<file path="config.mk">
export PLATFORM = sky130hd
export DESIGN_NAME = fb_scanout
export DESIGN_NICKNAME = d
export VERILOG_FILES = /design/src/rtl/fb_scanout.sv
export SDC_FILE = /design/constraint.sdc
export NUM_CORES = 1
export LEC_CHECK = 0
export BUFFER_PORTS_ARGS = -buffer_cell sky130_fd_sc_hd__buf_2
export CAP_MARGIN = 20
export CORE_ASPECT_RATIO = 0.8
export CORE_MARGIN = 3
export CORE_UTILIZATION = 55
export DETAILED_ROUTE_END_ITERATION = 8
export GPL_ROUTABILITY_DRIVEN = 0
export PLACE_DENSITY = 0.85
export RECOVER_POWER = 50
export REMOVE_ABC_BUFFERS = 1
export SLEW_MARGIN = 20
export SYNTH_ARGS = -nofsm -noshare
export SYNTH_HDL_FRONTEND = slang
export SYNTH_SLANG_ARGS = --single-unit
</file>
<file path="constraint.sdc">
create_clock -name fbclk -period 2.9 [get_ports fbclk]
set_input_delay 0.435 -clock fbclk [delete_from_list [all_inputs] [get_ports fbclk]]
set_output_delay 0.435 -clock fbclk [all_outputs]
set_load 0.01 [all_outputs]
</file>
<file path="src/rtl/fb_scanout.sv">
// Video scan-out for the console framebuffer: pops 64-bit words from the DMA FIFO,
// unpacks two 24-bit pixels per word and drives registered RGB/DE/HS/VS.
module fb_scanout #(
  parameter int unsigned H_ACTIVE = 640,
  parameter int unsigned H_FP     = 16,
  parameter int unsigned H_SYNC   = 96,
  parameter int unsigned H_BP     = 48,
  parameter int unsigned V_ACTIVE = 480,
  parameter int unsigned V_FP     = 10,
  parameter int unsigned V_SYNC   = 2,
  parameter int unsigned V_BP     = 33,
  parameter bit          SYNC_POL = 1'b0,
  parameter logic [23:0] UF_COLOR = 24'hff00ff
) (
  input  logic        fbclk,
  input  logic        fbclk_rst_b,
  input  logic        fifo_empty,
  input  logic [63:0] data,
  input  logic        data_ready,
  output logic        request,
  output logic [7:0]  red,
  output logic [7:0]  green,
  output logic [7:0]  blue,
  output logic        de,
  output logic        hs,
  output logic        vs,
  output logic        frame_start,
  output logic        underflow,
  output logic [15:0] underflow_count
);

  localparam logic [10:0] H_ACT  = 11'(H_ACTIVE);
  localparam logic [10:0] HS_BEG = 11'(H_ACTIVE + H_FP);
  localparam logic [10:0] HS_END = 11'(H_ACTIVE + H_FP + H_SYNC);
  localparam logic [10:0] H_LAST = 11'(H_ACTIVE + H_FP + H_SYNC + H_BP - 1);
  localparam logic [10:0] V_ACT  = 11'(V_ACTIVE);
  localparam logic [10:0] VS_BEG = 11'(V_ACTIVE + V_FP);
  localparam logic [10:0] VS_END = 11'(V_ACTIVE + V_FP + V_SYNC);
  localparam logic [10:0] V_LAST = 11'(V_ACTIVE + V_FP + V_SYNC + V_BP - 1);

  typedef enum logic [1:0] {ST_IDLE, ST_PRIME, ST_RUN} state_e;

  state_e      state_q, state_d;
  logic        empty_meta_q, empty_meta_d;
  logic        empty_sync_q, empty_sync_d;
  logic [10:0] h_q, h_d;
  logic [10:0] v_q, v_d;
  logic        offset_q, offset_d;
  logic [23:0] rgb_q, rgb_d;
  logic        de_q, de_d;
  logic        hs_q, hs_d;
  logic        vs_q, vs_d;
  logic        frame_start_q, frame_start_d;
  logic        underflow_q, underflow_d;
  logic [15:0] uf_count_q, uf_count_d;

  logic        run;
  logic        active;
  logic [23:0] pixel;
  logic        unused_pad_bits;

  assign run    = (state_q == ST_RUN);
  assign active = run && (h_q < H_ACT) && (v_q < V_ACT);
  assign pixel  = offset_q ? data[63:40] : data[31:8];
  assign unused_pad_bits = ^{data[39:32], data[7:0]};

  // The pop is combinational so it lands on the same edge that registers pixel1.
  assign request = active && data_ready && offset_q;

  always_comb begin
    // NOTE: every _d starts as its _q, so no branch can leave a variable unassigned
    // and infer a latch.
    state_d       = state_q;
    empty_meta_d  = fifo_empty;
    empty_sync_d  = empty_meta_q;
    h_d           = h_q;
    v_d           = v_q;
    offset_d      = offset_q;
    rgb_d         = rgb_q;
    de_d          = de_q;
    hs_d          = hs_q;
    vs_d          = vs_q;
    frame_start_d = frame_start_q;
    underflow_d   = underflow_q;
    uf_count_d    = uf_count_q;

    case (state_q)
      ST_IDLE:  if (!empty_sync_q) state_d = ST_PRIME;
      ST_PRIME: state_d = ST_RUN;
      ST_RUN:   state_d = ST_RUN;
      default:  state_d = ST_IDLE;
    endcase

    // Outside RUN every output simply holds its reset value.
    if (run) begin
      if (h_q == H_LAST) begin
        h_d = '0;
        v_d = (v_q == V_LAST) ? '0 : v_q + 11'd1;
      end else begin
        h_d = h_q + 11'd1;
      end

      de_d          = active;
      hs_d          = (h_q >= HS_BEG && h_q < HS_END) ? SYNC_POL : ~SYNC_POL;
      vs_d          = (v_q >= VS_BEG && v_q < VS_END) ? SYNC_POL : ~SYNC_POL;
      frame_start_d = active && (h_q == '0) && (v_q == '0);
      rgb_d         = '0;

      if (active) begin
        if (data_ready) begin
          rgb_d    = pixel;
          offset_d = ~offset_q;
        end else begin
          // Starved pixel: keep the offset so the same pixel is shown once data returns.
          rgb_d       = UF_COLOR;
          underflow_d = 1'b1;
          if (uf_count_q != 16'hffff) uf_count_d = uf_count_q + 16'd1;
        end
      end
    end
  end

  always_ff @(posedge fbclk or negedge fbclk_rst_b) begin
    if (!fbclk_rst_b) begin
      state_q       <= ST_IDLE;
      empty_meta_q  <= 1'b1;
      empty_sync_q  <= 1'b1;
      h_q           <= '0;
      v_q           <= '0;
      offset_q      <= 1'b0;
      rgb_q         <= '0;
      de_q          <= 1'b0;
      hs_q          <= ~SYNC_POL;
      vs_q          <= ~SYNC_POL;
      frame_start_q <= 1'b0;
      underflow_q   <= 1'b0;
      uf_count_q    <= '0;
    end else begin
      // NOTE: non-blocking updates so every flop samples the pre-edge values.
      state_q       <= state_d;
      empty_meta_q  <= empty_meta_d;
      empty_sync_q  <= empty_sync_d;
      h_q           <= h_d;
      v_q           <= v_d;
      offset_q      <= offset_d;
      rgb_q         <= rgb_d;
      de_q          <= de_d;
      hs_q          <= hs_d;
      vs_q          <= vs_d;
      frame_start_q <= frame_start_d;
      underflow_q   <= underflow_d;
      uf_count_q    <= uf_count_d;
    end
  end

  assign red             = rgb_q[23:16];
  assign green           = rgb_q[15:8];
  assign blue            = rgb_q[7:0];
  assign de              = de_q;
  assign hs              = hs_q;
  assign vs              = vs_q;
  assign frame_start     = frame_start_q;
  assign underflow       = underflow_q;
  assign underflow_count = uf_count_q;

endmodule

</file>
Word level (Yosys, flattened, before mapping)

Index checks and enable logic that the tools add are counted.

Add/sub/neg operators: 3
Magnitude comparators: 6
Reduce and logical (&&, ||, !) cells: 16
Equal/unequal tests: 6
Multiplexer cells: 9
Bitwise gates (word level): 2

Operators by type and width:

| cell                  | count |
|---|---|
| $mux 24               | 3 |
| $add 11x1->11 const B | 2 |
| $eq 11x10->1 const B  | 2 |
| $logic_not 11->1      | 2 |
| $lt 11x10->1 const B  | 2 |
| $lt 11x9->1 const B   | 2 |
| $mux 11               | 2 |
| $add 16x1->16 const B | 1 |
| $ne 16x16->1 const B  | 1 |
| $ge 11x10->1 const B  | 1 |
| $ge 11x9->1 const B   | 1 |
| $logic_and 1x1->1     | 8 |
| $reduce_and 3->1      | 2 |
| $pmux 2 s2            | 1 |
| $reduce_and 4->1      | 1 |
| $eq 2x1->1 const B    | 1 |
| $eq 2x2->1 const B    | 1 |
| $logic_not 2->1       | 1 |
| $mux 1                | 2 |
| $mux 2                | 1 |
| $ne 2x2->1 const B    | 1 |
| $not 1->1             | 2 |
| $reduce_and 2->1      | 1 |
| $reduce_or 2->1       | 1 |

Output and inout port bits: 46
Register bits: 72
Input port bits: 68
Logic and storage cells: 55

Logic depth before layout (Yosys ltp)

Word-level depth: 5
Depth in mapped cells: 8
Mapped depth without buffers: 6

Worst setup path after synthesis

OpenSTA, ideal clock, no wires.

Path type: register to output
Start point: register state_q[0]
End point: output port request
Data arrival time: 1.415 ns
Cell stages (with the launch flop): 7
Slack: 1.050 ns
Required time: 2.465 ns
Path buffers: 1
Path through: dfrtp_1 inv_1 ha_1 nor4b_4 and3_2 buf_4 and3_1

Cells in the longest elaborated chain, start to end: 5

RTL lines:

| element                         | line | RTL |
|---|---|---|
| from (decl)                     | 43   | `state_e state_q, state_d;` |
| from (signal assigned)          | 140  | `state_q <= state_d;` |
| $eq 2x2->1                      | 62   | `assign run = (state_q == ST_RUN);` |
| $logic_and 1x1->1 (2 in series) | 63   | `assign active = run && (h_q < H_ACT) && (v_q < V_ACT);` |
| $logic_and 1x1->1 (2 in series) | 68   | `assign request = active && data_ready && offset_q;` |
| to (decl)                       | 20   | `output logic request,` |

No other way between the ends.

Worst setup path after layout

Same ends and word-level chain as after synthesis.

==> impl_metrics.toml <==
[logic_synthesis]
synth-main-ff-cell = "dfrtp_1"
yosysSeqAreaShare = 0.4966
synth.avg_cell_area_um2 = 11.16
async_reset_ff_frac = 1.000
synth_edf_count = 0
ys_ff_latch = 72
synth_area_leader_cell = "dfrtp_1"
ys_top_cells_by_area = "dfrtp_1 47%, mux2i_1 6.6%, xor2_1 4.8%, a22o_1 4.1%, nand2_1 3.1%"
syn_inst = 326
yosysTopAreaCellShare = 0.4677
synth_warnings = 0
netlist_area_um2 = 3638
synth_cell_types = 47

[floorplan]
core_area_um2 = 6162
fp-row-count = 25
io-pin-count = 114
die_h_um = 78.75
dieWidth_um = 96.94
start_util = 0.5905
die_area_um2 = 7634

[global_route]
grt_pass1_wl_um = 13480
globalRoute.totalOverflow = 0
grt_pass1_vias = 2939
antenna_found_initial = 0
track_usage = 0.2203
grt_max_degree = 73

[clock_tree]
cts_tree = "yes"
cts_max_path_buffers = 2
clk_pin_slew_ps = 80
clock_sinks = 72
cts_made_buffers = 9
cts_resized = 0
h-tree-depth = 3
holdBufCountCts = 0
cts_root_buffer = "clkbuf_8"
clk_latency_ps = 360
post_cts_buffers = 0

[layout]
fill_cells = 468
final_common_cell = "buf_2"
antennaDiodeCount = 0
ff_latch_area_um2 = 1807
fin_util = 0.7060
mostFrequentLayoutCells = "80 x buf_2, 68 x dfrtp_1, 30 x nand2_1, 24 x mux2i_1, 20 x xor2_1"
syn2layout_area_growth_pct = 19.57
layout-drive-gt1-share = 0.2897
layout.nets = 498
multi_input_area_um2 = 1692

[timing]
relSlewSlack = -0.1264
fin_tns_setup_ps = 0
period_share = 0.8294
period_needed_ps = 2405
fin_ws_ps = 494.9
fmax_mhz = 415.8
setup_violations = 0
whs_ps = 185.1
maxSlewViolCount = 73
worst_pin_slew_ps = 1690
rsz0062_at_grt = "false"
fin_worst_skew_ps = 8.974
finalHoldViolations = 0

[critical_path]
r2r_end = "v_q[10]"
required_ps = 2470
crit_family = "simple AND/OR/NAND/NOR gates"
arrival_ps = 1970
cp_slowest_stage_delay_ps = 370
r2r_cells = 8
crit_buf_inv = 2
crit_path_max_fanout = 5
crit_path_end_kind = "output port"
rr_startpoint = "state_q[0]"
reg2reg_slack_ps = 510
start_kind = "flop"
path_class = "reg2out"
slowest_stage = "dfrtp_1"
worstPathCellList = "inv_1 > ha_1 > nor4b_4 > and3_2 > and3_1 > buf_2"

[min_path]
hold_path_end = "empty_meta_q"
min_path_type = "in2reg"
min_path_cells = 1
min_from = "fifo_empty"

[pwr]
cellPowerDensity_nw_per_um2 = 602.4
peakVddDrop_mv = 0.3280
p_leak_nw = 2.207

[route]
drcViolationCount = 0
via_per_inst = 5.754
totalWireLength_um = 7908
drtIter0Drc = 111
wl_per_cell_um = 15.54
antenna_left = 0
dr.pass1.iters = 5
vias = 2929

[place]
port_buffers = 97
pre_cts_ws_ps = 702.8
dpl.hpwl_um = 5653

[job]
cap_violations = 1

[run_status]
status = "complete, but fails checks"
violations = "capacitance limit, slew limit"
==> final cells by class <==
cell class,instances,area share
Clock buffer,9,0.02847
Clock inverter,7,0.01812
Inverter,8,0.006903
Multi-Input combinational cell,227,0.3888
Sequential cell,72,0.4153
Tap cell,81,0.02330
Timing Repair Buffer,105,0.1191
==> worst register-to-register path, delay by kind of cell, from the launching register on <==
kind,cells,cell delay (ps)
flops,1,370
xor+xnor,1,150
buf+inv,3,620
fa+ha+maj,1,270
simple gates,3,850
==> sequential cells by signal, indices dropped and copies added, names as in the netlist, 2 cells and up <==
name / count
state_q: 2
h_q: 11
v_q: 11
rgb_q: 24
underflow_count: 16
==> per-stage QoR <==
step | cells | cell area, um2 | power [mW]
after floorplan | 307 | 3528 | 1.606
final | 509 | 4350 | 2.621
after CTS | 509 | 4378 | 2.662
after global routing | 509 | 4350 | 2.766
after global placement | 493 | 4175 | 1.828
after detailed placement | 493 | 4175 | 1.851
==> synthesized netlist by cell type (4+ instances only) <==
| master | number |
|---|---|
| and4_1 | 7 |
| dfstp_2 | 4 |
| clkbuf_1 | 7 |
| o2bb2ai_1 | 9 |
| inv_1 | 7 |
| nor2_1 | 12 |
| nor3_2 | 9 |
| mux2i_1 | 24 |
| xor2_1 | 20 |
| and3_1 | 12 |
| a22o_1 | 17 |
| nand4_1 | 12 |
| ha_1 | 7 |
| xnor2_1 | 9 |
| buf_2 | 7 |
| o21ai_0 | 8 |
| nand2_1 | 30 |
| nor4_1 | 5 |
| dfrtp_1 | 68 |
| nand3_1 | 14 |
==> layer usage <==
layer | part of all wire | wire length [um] | track usage | vias up
li1 | - | - | - | 1380
met1 | 0.44 | 3488 | 0.2730 | 1415
met2 | 0.47 | 3705 | 0.3698 | 121
met3 | 0.074 | 585 | 0.06848 | 13
met4 | 0.016 | 127 | 0.07433 | 0
met5 | 0 | 0 | 0 | -
==> kinds of logic after synthesis <==
family                   Yosys count  share of synthesized area
AND/OR/NAND/NOR                  120                     0.2060
flip-flops                        72                     0.4966
AO/OA/AOI/OAI                     46                    0.09594
XOR/XNOR                          29                    0.06981
buffers and inverters             27                    0.03851
multiplexers                      25                    0.06912
adder cells (fa/ha/maj)            7                    0.02407
==> power breakdown <==
part / leakage, nW / internal (mW) / switching (mW)
clock: 0.0929 / 0.405 / 0.397
combinational: 1.24 / 0.285 / 0.296
sequential: 0.871 / 1.12 / 0.120
==> how the worst max path moves through the flow <==
stage,startpoint,depth (start not counted),end,slack (ps)
finish,state_q[0],6,request,490
global route,state_q[0],8,v_q[3],300
CTS,state_q[0],6,request,470
detailed placement,state_q[0],8,v_q[10],700
global placement,state_q[0],8,v_q[10],750
floorplan,state_q[0],5,request,760
Power figures use the tool's default switching activity.
